File: config.mk
export PLATFORM = sky130hd
export DESIGN_NAME = rv32i_instr_encoder
export DESIGN_NICKNAME = d
export VERILOG_FILES = /design/src/rtl/rv32i_instr_encoder.sv
export SDC_FILE = /design/constraint.sdc
export NUM_CORES = 1
export LEC_CHECK = 0
export BUFFER_PORTS_ARGS = -buffer_cell sky130_fd_sc_hd__buf_2
export CAP_MARGIN = 20
export CORE_MARGIN = 2
export CORE_UTILIZATION = 45
export DETAILED_ROUTE_END_ITERATION = 10
export PLACE_DENSITY_LB_ADDON = 0.08
export SETUP_SLACK_MARGIN = 0.15
export SLEW_MARGIN = 20
export SYNTH_ARGS = -nofsm -noshare
export SYNTH_HDL_FRONTEND = slang
export SYNTH_SLANG_ARGS = --single-unit
File: constraint.sdc
create_clock -name clk -period 2.1 [get_ports clk]
set_input_delay 0.42 -clock clk [delete_from_list [all_inputs] [get_ports clk]]
set_output_delay 0.42 -clock clk [all_outputs]
set_load 0.02 [all_outputs]
File: src/rtl/rv32i_instr_encoder.sv
// RV32I instruction encoder: packs decoded field bundles into 32-bit words
// and streams them out with auto-incrementing byte addresses.
module rv32i_instr_encoder #(
    parameter int                ADDR_W    = 32,
    parameter logic [ADDR_W-1:0] BASE_ADDR = '0,
    parameter int                CNT_W     = 16
) (
    input  logic              clk,
    input  logic              rst_n,
    input  logic              Start,
    input  logic [CNT_W-1:0]  Count,
    input  logic              InValid,
    output logic              InReady,
    input  logic [2:0]        Fmt,
    input  logic [6:0]        OpCode,
    input  logic [2:0]        F3,
    input  logic [6:0]        F7,
    input  logic [4:0]        Rd,
    input  logic [4:0]        Rs1,
    input  logic [4:0]        Rs2,
    input  logic [31:0]       Imm,
    output logic              OutValid,
    input  logic              OutReady,
    output logic [31:0]       OutInstr,
    output logic [ADDR_W-1:0] OutAddr,
    output logic              Busy,
    output logic              Done,
    output logic              ErrIllegal
);

    localparam logic [2:0]  FMT_I = 3'b000;
    localparam logic [2:0]  FMT_S = 3'b001;
    localparam logic [2:0]  FMT_U = 3'b010;
    localparam logic [2:0]  FMT_J = 3'b011;
    localparam logic [2:0]  FMT_R = 3'b100;
    localparam logic [2:0]  FMT_B = 3'b101;
    localparam logic [31:0] NOP   = 32'h0000_0013;

    typedef enum logic [1:0] {IDLE, RUN, DRAIN} state_t;

    state_t            state, state_nxt;
    logic              done_nxt;
    logic [ADDR_W-1:0] addr;
    logic [CNT_W-1:0]  rem;
    logic              accept;
    logic              out_hs;
    logic [31:0]       enc_word;
    logic              enc_illegal;
    logic              is_shift;
    logic              imm12_ok, imm13_ok, imm21_ok;

    // Range checks: the bits above the field's sign bit must all equal it.
    assign imm12_ok = (&Imm[31:11]) | ~(|Imm[31:11]);
    assign imm13_ok = (&Imm[31:12]) | ~(|Imm[31:12]);
    assign imm21_ok = (&Imm[31:20]) | ~(|Imm[31:20]);
    assign is_shift = (OpCode == 7'b0010011) && (F3 == 3'b001 || F3 == 3'b101);

    // NOTE: every signal written here gets a default first, so no path can infer a latch.
    always_comb begin
        enc_word    = NOP;
        enc_illegal = 1'b0;
        case (Fmt)
            FMT_R: enc_word = {F7, Rs2, Rs1, F3, Rd, OpCode};
            FMT_I: begin
                if (is_shift) begin
                    enc_illegal = |Imm[31:5];
                    enc_word    = {F7, Imm[4:0], Rs1, F3, Rd, OpCode};
                end else begin
                    enc_illegal = !imm12_ok;
                    enc_word    = {Imm[11:0], Rs1, F3, Rd, OpCode};
                end
            end
            FMT_S: begin
                enc_illegal = !imm12_ok;
                enc_word    = {Imm[11:5], Rs2, Rs1, F3, Imm[4:0], OpCode};
            end
            FMT_B: begin
                enc_illegal = !imm13_ok || Imm[0];
                enc_word    = {Imm[12], Imm[10:5], Rs2, Rs1, F3, Imm[4:1], Imm[11], OpCode};
            end
            FMT_U: enc_word = {Imm[31:12], Rd, OpCode};
            FMT_J: begin
                enc_illegal = !imm21_ok || Imm[0];
                enc_word    = {Imm[20], Imm[10:1], Imm[11], Imm[19:12], Rd, OpCode};
            end
            default: enc_illegal = 1'b1;
        endcase
        if (enc_illegal)
            enc_word = NOP;
    end

    assign InReady = (state == RUN) && (!OutValid || OutReady);
    assign accept  = InValid && InReady;
    assign out_hs  = OutValid && OutReady;
    assign Busy    = (state != IDLE);

    always_comb begin
        state_nxt = state;
        done_nxt  = 1'b0;
        case (state)
            IDLE: begin
                if (Start) begin
                    if (Count == '0) done_nxt  = 1'b1;
                    else             state_nxt = RUN;
                end
            end
            RUN: begin
                if (accept && rem == CNT_W'(1))
                    state_nxt = DRAIN;
            end
            DRAIN: begin
                if (!OutValid || OutReady) begin
                    state_nxt = IDLE;
                    done_nxt  = 1'b1;
                end
            end
            default: state_nxt = IDLE;
        endcase
    end

    // NOTE: sequential state uses non-blocking assignments so every register samples pre-edge values.
    always_ff @(posedge clk or negedge rst_n) begin
        if (!rst_n) begin
            state      <= IDLE;
            addr       <= '0;
            rem        <= '0;
            OutValid   <= 1'b0;
            OutInstr   <= '0;
            OutAddr    <= '0;
            Done       <= 1'b0;
            ErrIllegal <= 1'b0;
        end else begin
            state <= state_nxt;
            Done  <= done_nxt;
            if (state == IDLE && Start) begin
                addr       <= BASE_ADDR;
                rem        <= Count;
                ErrIllegal <= 1'b0;
            end
            if (accept) begin
                OutInstr <= enc_word;
                OutAddr  <= addr;
                addr     <= addr + ADDR_W'(4);
                rem      <= rem - CNT_W'(1);
                if (enc_illegal)
                    ErrIllegal <= 1'b1;
            end
            // A new word takes priority over clearing on a same-cycle output handshake.
            if (accept)      OutValid <= 1'b1;
            else if (out_hs) OutValid <= 1'b0;
        end
    end

endmodule

==> results of run 1 <==
## final cells by class
type | instances | share of cell area
clock buffer | 22 | 0.0593
clock inverter | 10 | 0.0103
inverter | 9 | 0.00414
multi-input combinational | 486 | 0.378
sequential | 113 | 0.346
tap | 176 | 0.0270
timing repair buffer | 224 | 0.175
## state kept, by name, indices dropped and copies added (netlist names)
| register | count |
|---|---|
| OutAddr | 30 |
| rem | 16 |
| OutValid | 1 |
| Done | 1 |
| addr | 30 |
| ErrIllegal | 1 |
| state | 2 |
| OutInstr | 32 |
## cell usage in the layout, fill, tap and decap left out, types with 9 or more instances in the layout
| cell | count |
|---|---|
| o31ai_2 | 25 |
| nor3_1 | 9 |
| dfrtp_1 | 113 |
| a222oi_1 | 11 |
| o211ai_1 | 9 |
| buf_4 | 61 |
| nand3_1 | 23 |
| o21ai_1 | 19 |
| buf_12 | 9 |
| buf_2 | 153 |
| o21ai_0 | 27 |
| a21oi_1 | 14 |
| nor2_1 | 27 |
| clkbuf_16 | 18 |
| inv_1 | 9 |
| mux2_2 | 12 |
| mux2i_1 | 22 |
| nand2_1 | 169 |
| nand4_1 | 18 |
## critical path, stage by stage, from the launching register on
cell and delay [ns]:
dfrtp_1 0.37, or4_4 0.57, nor4_4 0.25, nand3_2 0.15
a21o_1 0.21, a221o_1 0.29
## routing by layer
metal	vias to the layer above	GRT usage	part of all wire
met5	-	0	0.0014
met4	4	0.0885	0.016
met3	24	0.0651	0.056
met2	162	0.400	0.50
met1	2762	0.303	0.43
li1	2766	-	-
## Yosys cell counts, types with 6 or more instances
cell type,n,area (um2)
a21oi_1,15,75.1
a222oi_1,11,110
and3_1,6,37.5
clkbuf_1,28,105
dfrtp_1,113,2830
inv_1,9,33.8
mux2_2,12,135
mux2i_1,22,220
nand2_1,170,638
nand3_1,26,130
nand4_1,18,113
nor2_1,30,113
nor3_1,10,50.1
nor4_1,13,81.3
o211ai_1,9,67.6
o21ai_0,27,135
o21ai_1,19,95.1
o31ai_2,25,313
## power groups by stage
stage / sequential [uW] / combinational, uW / clock [uW]
2_1_floorplan: 3050 / 1240 / 0
3_3_place_gp: 2840 / 2420 / 0
3_5_place_dp: 2860 / 2470 / 0
4_1_cts: 2840 / 2520 / 2800
5_1_grt: 2900 / 2800 / 2920
6_report: 2840 / 2560 / 2760
## through the flow
| step | instances | setup TNS (ns) |
|---|---|---|
| 2_1_floorplan | 649 | 0 |
| 3_3_place_gp | 1004 | -9.78 |
| 3_5_place_dp | 1004 | -11.68 |
| 4_1_cts | 1039 | 0 |
| 5_1_grt | 1040 | 0 |
| 6_report | 1040 | 0 |
## repair_timing
item                                    4_1_cts  5_1_grt
gates cloned                                  0        1
gates resized for setup                       3       15
endpoints found under the setup margin       34       40
pin swaps                                     2        4
hold endpoints to repair                      0        0
buffers inserted                              3        0
## how the worst max path moves through the flow
stage | slack, ns | depth (start not counted) | endpoint | startpoint
5_1_grt | 0.02 | 6 | rem[14]$_DFFE_PN0P_ | rem[6]$_DFFE_PN0P_
3_3_place_gp | -0.37 | 8 | OutInstr[25]$_DFFE_PN0P_ | OpCode[5]
3_5_place_dp | -0.45 | 8 | OutInstr[25]$_DFFE_PN0P_ | OpCode[5]
6_report | 0.13 | 5 | rem[12]$_DFFE_PN0P_ | rem[6]$_DFFE_PN0P_
2_1_floorplan | 0.09 | 6 | rem[12]$_DFFE_PN0P_ | rem[4]$_DFFE_PN0P_
4_1_cts | 0.11 | 6 | rem[14]$_DFFE_PN0P_ | rem[6]$_DFFE_PN0P_
## cell families after synthesis
kind of cell / share of synthesized area
AO/OA/AOI/OAI: 0.184
adder cells (fa/ha/maj): 0.00628
buffers and inverters: 0.0371
flip-flops: 0.473
multiplexers: 0.0595
other: 0.000628
AND/OR/NAND/NOR: 0.239
==> flow_summary.json, run 1 <==
{
  "status": "completed",
  "p_total_uw": 8170,
  "clkSinkCount": 113,
  "grt_pass1_vias": 5570,
  "yosys_warnings": 0,
  "port_buffers": 154,
  "fillers": 1147,
  "setup_viol": 0,
  "syn_inst": 648,
  "async_flop_share": 1.00,
  "path_class": "reg2reg",
  "rr_endpoint": "rem[12]$_DFFE_PN0P_",
  "grt-ovfl-total": 0,
  "synth_edf_count": 0,
  "synth_cell_types": 60,
  "hold_buffers": 0,
  "cts.htree.levels": 4,
  "initial_core_util": 0.457,
  "cts.reportedPaths.clkPinSlew_ns": 0.06,
  "crit-reg2reg-launch": "rem[6]$_DFFE_PN0P_",
  "peakVddDrop_uv": 549,
  "regToRegSetupSlack_ns": 0.13,
  "hold_viol": 0,
  "root_buffer": "clkbuf_16",
  "numCtsBuffers": 17,
  "switching_share": 0.349,
  "synth-seq-area-share": 0.473,
  "timing.hold.ws_ns": 0.0616,
  "clockPowerShare": 0.338,
  "combinationalPowerShare": 0.314,
  "syn_area_per_cell_um2": 9.22,
  "drv_cap": 0,
  "min_path_type": "in2async",
  "fin_area_um2": 8170,
  "powerDensity_nw_per_um2": 1000,
  "synth-main-ff-cell": "dfrtp_1",
  "cp_max_fo": 4,
  "cp.arrival_ns": 2.27,
  "routed_wl_mm": 16.8,
  "cellLeakagePower_uw": 0.00398,
  "period_share": 0.939,
  "grt_pass1_wl_mm": 27.3,
  "fin_nets": 942,
  "diodes": 0,
  "drtIter0Drc": 417,
  "placed_cell_area_um2": 7450,
  "drc_errors": 0,
  "worst_slew_pin_slew_ns": 0.622,
  "rows": 42,
  "pre_cts_slack_ns": -0.445,
  "setup_ws_ns": 0.128,
  "hpwl_mm": 11.9,
  "slew_viol_final": 0,
  "core_um2": 13100,
  "fmax_ghz": 0.507,
  "seqCellArea_um2": 2830,
  "detail-route-antenna-nets": 0,
  "antenna_found_initial": 2,
  "clkLatencyLatePin_ns": 0.42,
  "via_per_inst": 5.50,
  "die_area_um2": 14200,
  "firstDrtPassIters": 6,
  "grt.total_usage": 0.241,
  "rsz0062_at_grt": "true",
  "cts_tree": "done",
  "crit_required_ns": 2.39,
  "r2r_cells": 5,
  "grt_max_degree": 114,
  "die_x_um": 119,
  "area_growth_pct": 36.7,
  "chipHeight_um": 119,
  "gp_congestion": 0.930,
  "pin_count": 157,
  "p_int_uw": 5320,
  "slew_headroom": 0.585,
  "drive_gt1_frac": 0.372,
  "p_switching_uw": 2850,
  "finalCriticalPeriod_ns": 1.97,
  "clockBufferDepth": 2,
  "syn-cell-area_um2": 5970,
  "drt-wirelength-per-cell_um": 16.1,
  "multi_input_area_um2": 3090,
  "p_seq_frac": 0.348,
  "final_util": 0.624,
  "end_kind": "flip-flop",
  "crit_path_start_kind": "flip-flop",
  "finClkSkew_ns": 0.00619,
  "synth_seq_cells": 113,
  "vias": 5718
}
(Power assumes the default switching activity.)
==> run 2: changes to the inputs <==
Settings changed: CORE_UTILIZATION 45 to 40.
==> run 2 against run 1 <==
  * Highest routed layer is now met4
  * Sequential cell count did not move
  * Largest cell class unchanged
  * Non-clock buffer count decreased by 3
  * Wire length increased by 3.4%
==> flow_summary.json, run 2 (synthesized netlist as in run 1, its figures left out) <==
{
  "die_x_um": 126,
  "rows": 44,
  "crit_path_start_kind": "flip-flop",
  "fmax_ghz": 0.494,
  "met3_wirelength_mm": 1.01,
  "clkLatencyLatePin_ns": 0.42,
  "gp_congestion": 0.891,
  "hold_path_depth": 3,
  "period_share": 0.964,
  "mostFrequentLayoutCell": "nand2_1",
  "rr_endpoint": "rem[14]$_DFFE_PN0P_",
  "via_per_inst": 5.50,
  "die_area_um2": 15900,
  "fin_tns_setup_ns": 0,
  "top_regs": "OutInstr x32, OutAddr x30, addr x30",
  "area_growth_pct": 35.1,
  "port_buffers": 154,
  "initial_core_util": 0.410,
  "vias": 5747,
  "detail-route-antenna-nets": 0,
  "finalCriticalPeriod_ns": 2.02,
  "peakVddDrop_uv": 582,
  "antenna_found_initial": 1,
  "grt_max_degree": 75,
  "drv_cap": 0,
  "cellLeakagePower_uw": 0.00394,
  "cts.htree.levels": 4,
  "drt-wirelength-per-cell_um": 16.6,
  "rsz0062_at_grt": "true",
  "slew_viol_final": 0,
  "hpwl_mm": 12.4,
  "finClkSkew_ns": 0.00857,
  "fin_area_um2": 8070,
  "largest_reg_flops": 32,
  "drtIter0Drc": 493,
  "firstDrtPassIters": 5,
  "chipHeight_um": 126,
  "grt_pass1_wl_mm": 28.3,
  "grt-ovfl-total": 0,
  "setup_viol": 0,
  "end_kind": "flip-flop",
  "crit_required_ns": 2.39,
  "highest_layer": "met4",
  "crit-reg2reg-launch": "rem[6]$_DFFE_PN0P_",
  "powerDensity_nw_per_um2": 988,
  "drc_errors": 0,
  "layout_common_cells": "nand2_1 (169), buf_2 (153), dfrtp_1 (113)",
  "hold_viol": 0,
  "met1Wirelength_mm": 7.74,
  "clkSinkCount": 113,
  "timing.hold.ws_ns": 0.249,
  "cp_max_fo": 5,
  "fin_nets": 939,
  "p_total_uw": 7980,
  "fillers": 1334,
  "clockBufferDepth": 2,
  "grt.total_usage": 0.222,
  "drive_gt1_frac": 0.362,
  "cts.reportedPaths.clkPinSlew_ns": 0.05,
  "regMostFlops": "OutInstr",
  "routed_wl_mm": 17.4,
  "regToRegSetupSlack_ns": 0.08,
  "numCtsBuffers": 17,
  "cts_tree": "done",
  "cp.arrival_ns": 2.32,
  "min_path_type": "in2reg",
  "pin_count": 157,
  "core_um2": 14600,
  "dr_wl_met2_mm": 8.32,
  "hp-start": "Count[8]",
  "hold_path_end": "rem[8]$_DFFE_PN0P_",
  "status": "completed",
  "root_buffer": "clkbuf_16",
  "path_class": "reg2reg",
  "grt_pass1_vias": 5636,
  "r2r_cells": 6,
  "placed_cell_area_um2": 7390
}
## run 2: power by group
group / switching, uW / internal, uW / leakage [uW]
Clock: 930 / 1690 / 0.000266
Sequential: 305 / 2550 / 0.00151
Combinational: 1500 / 1000 / 0.00217
## run 2: how the worst max path moves through the flow
stage / start / slack (ns) / cells after the start / to
after detailed placement: Imm[17] / -0.36 / 9 / OutInstr[0]$_DFFE_PN0P_
final: rem[6]$_DFFE_PN0P_ / 0.08 / 6 / rem[14]$_DFFE_PN0P_
after CTS: rem[6]$_DFFE_PN0P_ / 0.08 / 6 / rem[14]$_DFFE_PN0P_
after floorplan: rem[4]$_DFFE_PN0P_ / 0.09 / 6 / rem[12]$_DFFE_PN0P_
after global placement: Imm[17] / -0.26 / 9 / OutInstr[4]$_DFFE_PN0P_
after global routing: rem[6]$_DFFE_PN0P_ / 0.02 / 6 / rem[14]$_DFFE_PN0P_
## run 2: worst max-delay path, stage by stage (launching register included)
cell	delay [ns]
dfrtp_1	0.39
or4_4	0.56
nor4_4	0.29
nand3_2	0.17
nor3_2	0.13
o21bai_1	0.07
a221o_1	0.30
## run 2: final cells by class
cell class	instances	area, um2	area share
antenna	1	2.50	0.000310
tap	184	230	0.0285
sequential	113	2830	0.350
clock inverter	6	57.6	0.00713
multi-input combinational	486	3070	0.380
timing repair buffer	221	1370	0.170
inverter	9	33.8	0.00418
clock buffer	24	482	0.0597
## run 2: timing repair
action                                  in CTS  in global routing
buffers inserted                             1                  3
gates cloned                                 0                  1
endpoints found under the setup margin      26                 20
endpoints found under the hold margin        2                  0
hold buffers                                 1                  0
resized for setup                            5                 10
pin swaps                                    2                  4
## run 2: routing by layer
metal / up-vias / global-route usage
met1: 2798 / 0.291
met3: 25 / 0.0612
met2: 178 / 0.355
met5: - / 0
met4: 0 / 0.0743
li1: 2746 / -
## run 2: stage by stage
stage	utilization	std cells	setup WS (ns)
final	0.553	1044	0.0762
after global placement	0.507	1007	-0.256
after floorplan	-	649	0.0928
after CTS	0.546	1039	0.0816
after detailed placement	0.507	1007	-0.356
after global routing	0.553	1044	0.0188
